### config.mk
export PLATFORM = sky130hd
export DESIGN_NAME = mem_issue_queue
export DESIGN_NICKNAME = d
export VERILOG_FILES = /design/src/rtl/mem_iq_pkg.sv /design/src/rtl/mem_iq_opnd_capture.sv /design/src/rtl/mem_issue_queue.sv
export SDC_FILE = /design/constraint.sdc
export NUM_CORES = 1
export LEC_CHECK = 0
export BUFFER_PORTS_ARGS = -buffer_cell sky130_fd_sc_hd__buf_2
export CAP_MARGIN = 5
export CORE_MARGIN = 2
export CORE_UTILIZATION = 50
export DETAILED_ROUTE_END_ITERATION = 12
export PLACE_DENSITY = 0.7
export SLEW_MARGIN = 0
export SYNTH_ARGS = -nofsm -noshare
export SYNTH_HDL_FRONTEND = slang
export SYNTH_SLANG_ARGS = --single-unit
### constraint.sdc
create_clock -name clk_i -period 11.6 [get_ports clk_i]
set_clock_uncertainty 0.15 [all_clocks]
set_input_delay 2.32 -clock clk_i [delete_from_list [all_inputs] [get_ports clk_i]]
set_output_delay 2.32 -clock clk_i [all_outputs]
set_load 0.005 [all_outputs]
### src/rtl/mem_iq_pkg.sv
// Shared types and constants for the memory issue queue.
package mem_iq_pkg;

    // Major opcodes of the memory instructions the queue carries.
    localparam logic [6:0] OPC_LOAD  = 7'b0000011;
    localparam logic [6:0] OPC_STORE = 7'b0100011;

    // Width of the ROB tag stored in every operand slot. Module TAG_W
    // parameters default to this value and are size-cast onto it.
    localparam int MEM_IQ_TAG_W = 5;

    // One source operand: ready flag, producer tag, captured value.
    typedef struct packed {
        logic                    rdy;
        logic [MEM_IQ_TAG_W-1:0] tag;
        logic [31:0]             value;
    } mem_iq_opnd_t;

    // One queued memory op.
    typedef struct packed {
        logic [31:0]  pc;
        logic [31:0]  inst;
        mem_iq_opnd_t rs1;
        mem_iq_opnd_t rs2;
    } mem_iq_entry_t;

endpackage

### src/rtl/mem_iq_opnd_capture.sv
// Tag compare and capture for a single operand slot: a waiting operand whose
// tag matches a valid CDB broadcast takes the broadcast value and becomes ready.
module mem_iq_opnd_capture
    import mem_iq_pkg::*;
(
    input  mem_iq_opnd_t            opnd,
    input  logic                    cdb_valid,
    input  logic [MEM_IQ_TAG_W-1:0] cdb_tag,
    input  logic [31:0]             cdb_value,
    output mem_iq_opnd_t            opnd_next
);

    // Pass the operand through, replacing it on a matching broadcast.
    always_comb begin
        opnd_next = opnd;
        if (cdb_valid && !opnd.rdy && (opnd.tag == cdb_tag)) begin
            opnd_next.rdy   = 1'b1;
            opnd_next.value = cdb_value;
        end
    end

endmodule

### src/rtl/mem_issue_queue.sv
// In-order issue queue for load/store micro-ops feeding the LSU.
// Ops wait for their operands (at dispatch or from the CDB) and leave strictly
// in program order, one lsu_request_o pulse per op with an idle cycle between.
// Optional feature macro: MEMQ_CDB_BYPASS_EN lets the head issue in the same
// cycle its last missing operand appears on the CDB.
//
// Dispatch handshake: an op is accepted at a rising edge where disp_valid_i and
// disp_ready_o are both high; disp_ready_o depends only on the registered
// count, never on disp_valid_i or on a same-cycle issue.
module mem_issue_queue
    import mem_iq_pkg::*;
#(
    parameter int DEPTH = 4,
    parameter int TAG_W = MEM_IQ_TAG_W
) (
    input  logic                       clk_i,
    input  logic                       reset_i,
    input  logic                       flush_i,
    input  logic                       disp_valid_i,
    output logic                       disp_ready_o,
    input  logic [31:0]                disp_pc_i,
    input  logic [31:0]                disp_inst_i,
    input  logic                       disp_rs1_rdy_i,
    input  logic                       disp_rs2_rdy_i,
    input  logic [TAG_W-1:0]           disp_rs1_tag_i,
    input  logic [TAG_W-1:0]           disp_rs2_tag_i,
    input  logic [31:0]                disp_rs1_value_i,
    input  logic [31:0]                disp_rs2_value_i,
    input  logic                       cdb_valid_i,
    input  logic [TAG_W-1:0]           cdb_tag_i,
    input  logic [31:0]                cdb_value_i,
    input  logic                       lsu_busy_i,
    output logic                       lsu_request_o,
    output logic [31:0]                pc_o,
    output logic [31:0]                inst_o,
    output logic [31:0]                rs1_value_o,
    output logic [31:0]                rs2_value_o,
    output logic [$clog2(DEPTH):0]     count_o
);

    localparam int PTR_W = $clog2(DEPTH);
    localparam int CNT_W = PTR_W + 1;

    mem_iq_entry_t           q        [DEPTH];
    mem_iq_opnd_t            rs1_next [DEPTH];
    mem_iq_opnd_t            rs2_next [DEPTH];
    mem_iq_opnd_t            enq_rs1_raw, enq_rs2_raw;
    mem_iq_opnd_t            enq_rs1, enq_rs2;
    logic [MEM_IQ_TAG_W-1:0] cdb_tag;
    logic [PTR_W-1:0]        head, tail;
    logic [CNT_W-1:0]        count;
    logic                    lsu_request;
    logic                    enq, issue;
    logic                    head_rs1_rdy, head_rs2_rdy;
    logic [31:0]             head_rs1_value, head_rs2_value;

    assign cdb_tag       = MEM_IQ_TAG_W'(cdb_tag_i);
    assign count_o       = count;
    assign disp_ready_o  = (count < CNT_W'(DEPTH));
    assign lsu_request_o = lsu_request;
    assign enq           = disp_valid_i && disp_ready_o;

    // Build the incoming operands; loads have no rs2, so it is born ready as 0.
    always_comb begin
        enq_rs1_raw = '{rdy: disp_rs1_rdy_i, tag: MEM_IQ_TAG_W'(disp_rs1_tag_i),
                        value: disp_rs1_value_i};
        enq_rs2_raw = '{rdy: disp_rs2_rdy_i, tag: MEM_IQ_TAG_W'(disp_rs2_tag_i),
                        value: disp_rs2_value_i};
        if (disp_inst_i[6:0] == OPC_LOAD) begin
            enq_rs2_raw = '{rdy: 1'b1, tag: '0, value: 32'h0};
        end
    end

    // The enqueue path snoops too, so a broadcast in the dispatch cycle is not lost.
    mem_iq_opnd_capture u_enq_rs1 (
        .opnd(enq_rs1_raw), .cdb_valid(cdb_valid_i), .cdb_tag(cdb_tag),
        .cdb_value(cdb_value_i), .opnd_next(enq_rs1)
    );
    mem_iq_opnd_capture u_enq_rs2 (
        .opnd(enq_rs2_raw), .cdb_valid(cdb_valid_i), .cdb_tag(cdb_tag),
        .cdb_value(cdb_value_i), .opnd_next(enq_rs2)
    );

    for (genvar i = 0; i < DEPTH; i++) begin : g_slot
        mem_iq_opnd_capture u_rs1 (
            .opnd(q[i].rs1), .cdb_valid(cdb_valid_i), .cdb_tag(cdb_tag),
            .cdb_value(cdb_value_i), .opnd_next(rs1_next[i])
        );
        mem_iq_opnd_capture u_rs2 (
            .opnd(q[i].rs2), .cdb_valid(cdb_valid_i), .cdb_tag(cdb_tag),
            .cdb_value(cdb_value_i), .opnd_next(rs2_next[i])
        );
    end

`ifdef MEMQ_CDB_BYPASS_EN
    // Head readiness includes this cycle's broadcast.
    always_comb begin
        head_rs1_rdy   = rs1_next[head].rdy;
        head_rs2_rdy   = rs2_next[head].rdy;
        head_rs1_value = rs1_next[head].value;
        head_rs2_value = rs2_next[head].value;
    end
`else
    // Head readiness comes from the registered entry only.
    always_comb begin
        head_rs1_rdy   = q[head].rs1.rdy;
        head_rs2_rdy   = q[head].rs2.rdy;
        head_rs1_value = q[head].rs1.value;
        head_rs2_value = q[head].rs2.value;
    end
`endif

    // Issue only from an idle LSU and never on two consecutive cycles.
    always_comb begin
        issue = (count != '0) && head_rs1_rdy && head_rs2_rdy &&
                !lsu_busy_i && !lsu_request && !flush_i;
    end

    // Entry storage: every slot snoops each cycle; the tail slot takes the new op.
    always_ff @(posedge clk_i) begin
        for (int i = 0; i < DEPTH; i++) begin
            q[i].rs1 <= rs1_next[i];
            q[i].rs2 <= rs2_next[i];
        end
        if (reset_i && !flush_i && enq) begin
            q[tail] <= '{pc: disp_pc_i, inst: disp_inst_i, rs1: enq_rs1, rs2: enq_rs2};
        end
    end

    // Pointers, occupancy, issue pulse and the held output registers.
    always_ff @(posedge clk_i) begin
        if (!reset_i) begin
            head        <= '0;
            tail        <= '0;
            count       <= '0;
            lsu_request <= 1'b0;
            pc_o        <= '0;
            inst_o      <= '0;
            rs1_value_o <= '0;
            rs2_value_o <= '0;
        end else if (flush_i) begin
            head        <= '0;
            tail        <= '0;
            count       <= '0;
            lsu_request <= 1'b0;
        end else begin
            lsu_request <= issue;
            if (enq) begin
                tail <= tail + PTR_W'(1);
            end
            if (issue) begin
                head        <= head + PTR_W'(1);
                pc_o        <= q[head].pc;
                inst_o      <= q[head].inst;
                rs1_value_o <= head_rs1_value;
                rs2_value_o <= head_rs2_value;
            end
            case ({enq, issue})
                2'b10:   count <= count + CNT_W'(1);
                2'b01:   count <= count - CNT_W'(1);
                default: count <= count;
            endcase
        end
    end

endmodule
Yosys cells after proc, flatten, opt, wreduce, memory -nomap -nowiden
Memory sizes are Yosys's and may differ from the RTL's. A register that Yosys moved wholly into a read port is not among the register bits. Index checks and enable logic that the tools add are counted.

Add/subtract/negate cells: 4. Magnitude comparators: 1. Equal/unequal tests: 13. Multiplexer cells: 26. Bitwise gates (word level): 2. Reduce and logical (&&, ||, !) cells: 45.

Operators by type and width (number): two-way mux 32 bit (10); equality test 5 bit (10); two-way mux 38 bit (1); logical AND 1 bit (28); zero test 1 bit (13); two-way mux 1 bit (12); equality test 7 x 2 -> 1 bit, second input constant (1); case mux 3 bit (2 select lines) (1); adder 2 x 1 -> 2 bit, second input constant (2); two-way mux 2 bit (2); adder 3 x 1 -> 3 bit, second input constant (1); < comparator 3 bit, second input constant (1); nonzero test 3 bit (1); subtractor 3 x 1 -> 3 bit, second input constant (1); equality test 2 x 1 -> 1 bit, second input constant (1); equality test 2 bit, second input constant (1); inverter 1 bit (2); AND reduction 2 bit (1); nonzero test 2 bit (1); OR reduction 2 bit (1).

Bits in registers: 136. RAM bits: 560. Bits of input ports: 183. Output and inout bits: 133. Word-level logic and storage cells: 100. Memories kept: 1.

Memory list: q (depth 4, width 140, rd ports 5, clocked after memory_dff 1, write ports 5, RTL line mem_issue_queue.sv:44) `mem_iq_entry_t q [DEPTH];`.

Longest topological paths before layout
Depth in word-level cells: 8. Depth in mapped cells: 13. Gate-level depth less buffers: 9.

Hierarchy
From an unflattened synthesis, not the netlist that was laid out.

Cell total of the unflattened synthesis: 2203. Area, all modules: 32643.8 µm².

Modules (own cells, without submodules): mem_issue_queue (instances 1, cells an instance 1723, area an instance 26375.3 µm², sequential area each 16535.9 µm²); mem_iq_opnd_capture (instances 10, cells an instance 48, area an instance 626.9 µm², sequential area each 0.0 µm²).

Least setup slack after synthesis
Ideal clock, no wire load.

Path kind: input port to flip-flop. Start: in cdb_tag_i[0]. End: mem q[0][37] in the netlist's numbering. Setup time: 67 ps. Data arrival time: 5521 ps. Data required time: 11383 ps. Path slack: 5862 ps. Cell stages on the path: 5. Buffers on the path: 1. Cells stage by stage: buf_4 > xnor2_1 > nand4_1 > o21ai_0 > o32a_1.

RTL lines: start, declared (RTL line mem_issue_queue.sv:30) `input logic [TAG_W-1:0] cdb_tag_i,`; end, declared (RTL line mem_issue_queue.sv:44).

==> summary.txt <==
Outcome
  • Outcome: completed

Routing
  • Initial DRT Pass Iterations: 5
  • Antenna violation net count after detailed routing: 0
  • Routed length per placed instance: 25.1 um
  • 1st-iter DRT viols: 1,297
  • Via count: 17,200
  • Total Routed Length: 73.4 mm
  • Residual DRC: 0
  • DR vias/cell: 5.88

Setup path
  • WS Path Type: in -> reg
  • Worst path arrival time: 4.60 ns
  • Worst path cell trace: clkbuf_8 > and4bb_2 > nand2_1 > clkinv_2 > buf_4
  • Element type at the critical path start: input pin
  • Worst EP required: 11.67 ns
  • Delay-heaviest family, CP: buffers and inverters
  • Crit end category: register
  • Slowest CP cell: buf_4
  • Critical Path Fanout Max: 65
  • Crit-path max cell delay: 0.79 ns
  • CP Buf/Inv Count: 3

Finish
  • Area Overhead vs Synth: 16.1%
  • Fin util: 58.8%
  • # fillers: 4,430
  • Final nets: 2,277
  • Final cell count without fillers: 2,924
  • Share of cells above drive strength 1: 40.7%

Synthesis
  • Most frequent cell after synthesis: edfxtp_1
  • Synthesized area: 29,400 sq um
  • Seq/Total Area, Yosys: 66.4%
  • Synthesis Warnings: 0
  • Netlist cell types: 38
  • Yosys reg bits: 698
  • Area leader, netlist: edfxtp_1
  • Syn avg cell area: 16.3 sq um
  • Most common library cells after synthesis: 552 x edfxtp_1, 256 x mux2_2, 146 x dfxtp_1
  • Syn Nets: 1,986
  • Synth Flop Type: edfxtp_1
  • Synth top area share: 56.5%
  • Cell count after synthesis: 1,797
  • Async SR Flop Fraction: 0%
  • Post-synth EDFFs: 552
  • Top cells by area, synth: edfxtp_1 56%, dfxtp_1 10%, mux4_2 9.9%

Timing
  • Tmin final: 4.53 ns
  • Tcrit/Tclk final: 39.1%
  • FMAX: 221 MHz
  • Measured slew at the worst slew-check pin: 1.07 ns
  • Max-slew violations: 0
  • RSZ-0062 raised after global routing: false
  • Total negative setup slack: 0 ns
  • Relative slew slack: 28.7%
  • Setup Viol. Count Final: 0
  • Final Hold Fails: 0

Floorplan
  • Die height: 246 um
  • Rows: 88
  • Die ar.: 60,700 sq um
  • # IOs: 316
  • Starting Density: 50.7%
  • CORE AREA: 57,900 sq um
  • Die width: 246 um

Clock network
  • Post-CTS Hold Buffers: 0
  • Reg clk slew, reported paths: 0.06 ns
  • Clk sinks: 698
  • H-tree levels: 3
  • Skew-Pair Late Insertion Delay: 0.62 ns
  • CTS max path bufs: 3
  • # Post-CTS Setup Buffers: 0
  • CTS tree: built
  • TritonCTS Buffers: 74
  • # resized after CTS: 0
  • Root buffer cell: clkbuf_16

Global routing
  • Vias in the first global route: 17,600
  • Total grt overflow: 0
  • Initial antenna violation count: 19
  • Total track usage: 24.2%
  • First-pass GRT wire length: 109 mm
  • Largest net degree at the start of global routing: 85

Place
  • Hpwl dp: 42.5 mm
  • # port buffers: 315
  • GP Congestion: 0.792
  • Placed Instances: 2,777

Pwr
  • VDD IR max: 0.000108 V
  • Pwr Density: 160 nW/um^2
  • Overall Power: 5.45 mW
  • Leakage: 11.4 nW

Worst hold path
  • Hold Crit Class: reg -> reg

Flow run
  • Max-cap viol count: 0
tightest hold or removal path: stages (launching register included):
cell,delay (ns)
dfxtp_1,0.31
nand2_1,0.05
o21ai_1,0.05
logic make-up (layout without fill, tap and decap cells):
family / count (synthesis) / after routing / synth area share (%)
flops: 698 / 698 / 66.4
mux: 385 / 385 / 19.7
simple gates: 346 / 346 / 6.33
compound gates: 161 / 161 / 2.92
buf+inv: 148 / 500 / 2.76
xor+xnor: 53 / 53 / 1.58
fa+ha+maj: 6 / 6 / 0.281
other cells: 0 / 10 / 0
per-layer routing:
layer / track usage, % / part of all wire [%] / up-vias
met4: 6.43 / 1.7 / 22
li1: - / - / 7657
met2: 40.0 / 49 / 639
met1: 32.0 / 40 / 8770
met3: 6.24 / 8.9 / 109
met5: 0 / 0.20 / -
flip-flops by register name, summed over array words and instances (netlist names), named ones only:
signal / count
count_o: 3
lsu_request_o: 1
rs1_value_o: 32
rs2_value_o: 32
pc_o: 32
inst_o: 32
head: 2
q: 560
tail: 2
cells in the final DEF (no fill, tap or decap), types with 3 or more instances in the layout:
cell and instances:
edfxtp_1 552, buf_2 314, mux2_2 256, dfxtp_1 144
nand4_1 137, nand2_1 133, mux4_2 128, o21ai_0 120
clkbuf_16 76, and2_1 42, xnor2_1 41, buf_4 35
clkbuf_1 20, clkinv_2 16, xor2_1 12, diode_2 10
inv_1 9, o21ai_1 9, nand3b_1 8, o21ai_4 8
o32a_1 8, nor2_1 8, clkinv_1 7, clkbuf_8 7
a21oi_1 6, bufinv_16 6, ha_1 5, a21oi_4 4
a31oi_4 4, clkinvlp_4 4, nor3_1 3, nand2b_1 3
inv_6 3
where the power goes:
group	leakage, nW	internal (mW)	switching (mW)
Sequential	6.17	2.74	0.0175
Clock	1.18	1.39	0.975
Combinational	4.01	0.124	0.204
worst paths after layout:
| path | start | to | slack (ns) | depth (start not counted) |
|---|---|---|---|---|
| setup / recovery | reset_i | q[1][135]$_DFFE_PP_ | 7.07 | 5 |
| hold / removal | pc_o[20]$_SDFFE_PN0P_ | pc_o[20]$_SDFFE_PN0P_ | 0.30 | 2 |
| setup reg to reg | register | count_o[2]$_SDFFE_PP0P_ | 7.75 | 8 |
| hold reg to reg | pc_o[20]$_SDFFE_PN0P_ | pc_o[20]$_SDFFE_PN0P_ | 0.30 | 2 |
layout make-up:
type / instances / area (sq um) / share of cell area (%)
sequential: 698 / 19500 / 57.2
tap: 765 / 957 / 2.81
antenna: 10 / 25.0 / 0.0734
timing repair buffer: 350 / 1850 / 5.42
clock inverter: 35 / 368 / 1.08
multi-input combinational: 951 / 9260 / 27.2
inverter: 13 / 53.8 / 0.158
clock buffer: 102 / 2060 / 6.04
stage by stage:
stage               instance area [sq um]  hold slack [ns]  setup WS (ns)
finish                              34100            0.299           7.07
global route                        34100            0.325           6.96
CTS                                 34000            0.303           7.08
detailed placement                  31600            0.295           6.44
global placement                    31600            0.283           6.49
floorplan                           29400            0.295           5.86
No activity file was read; power rests on OpenSTA's default activity.
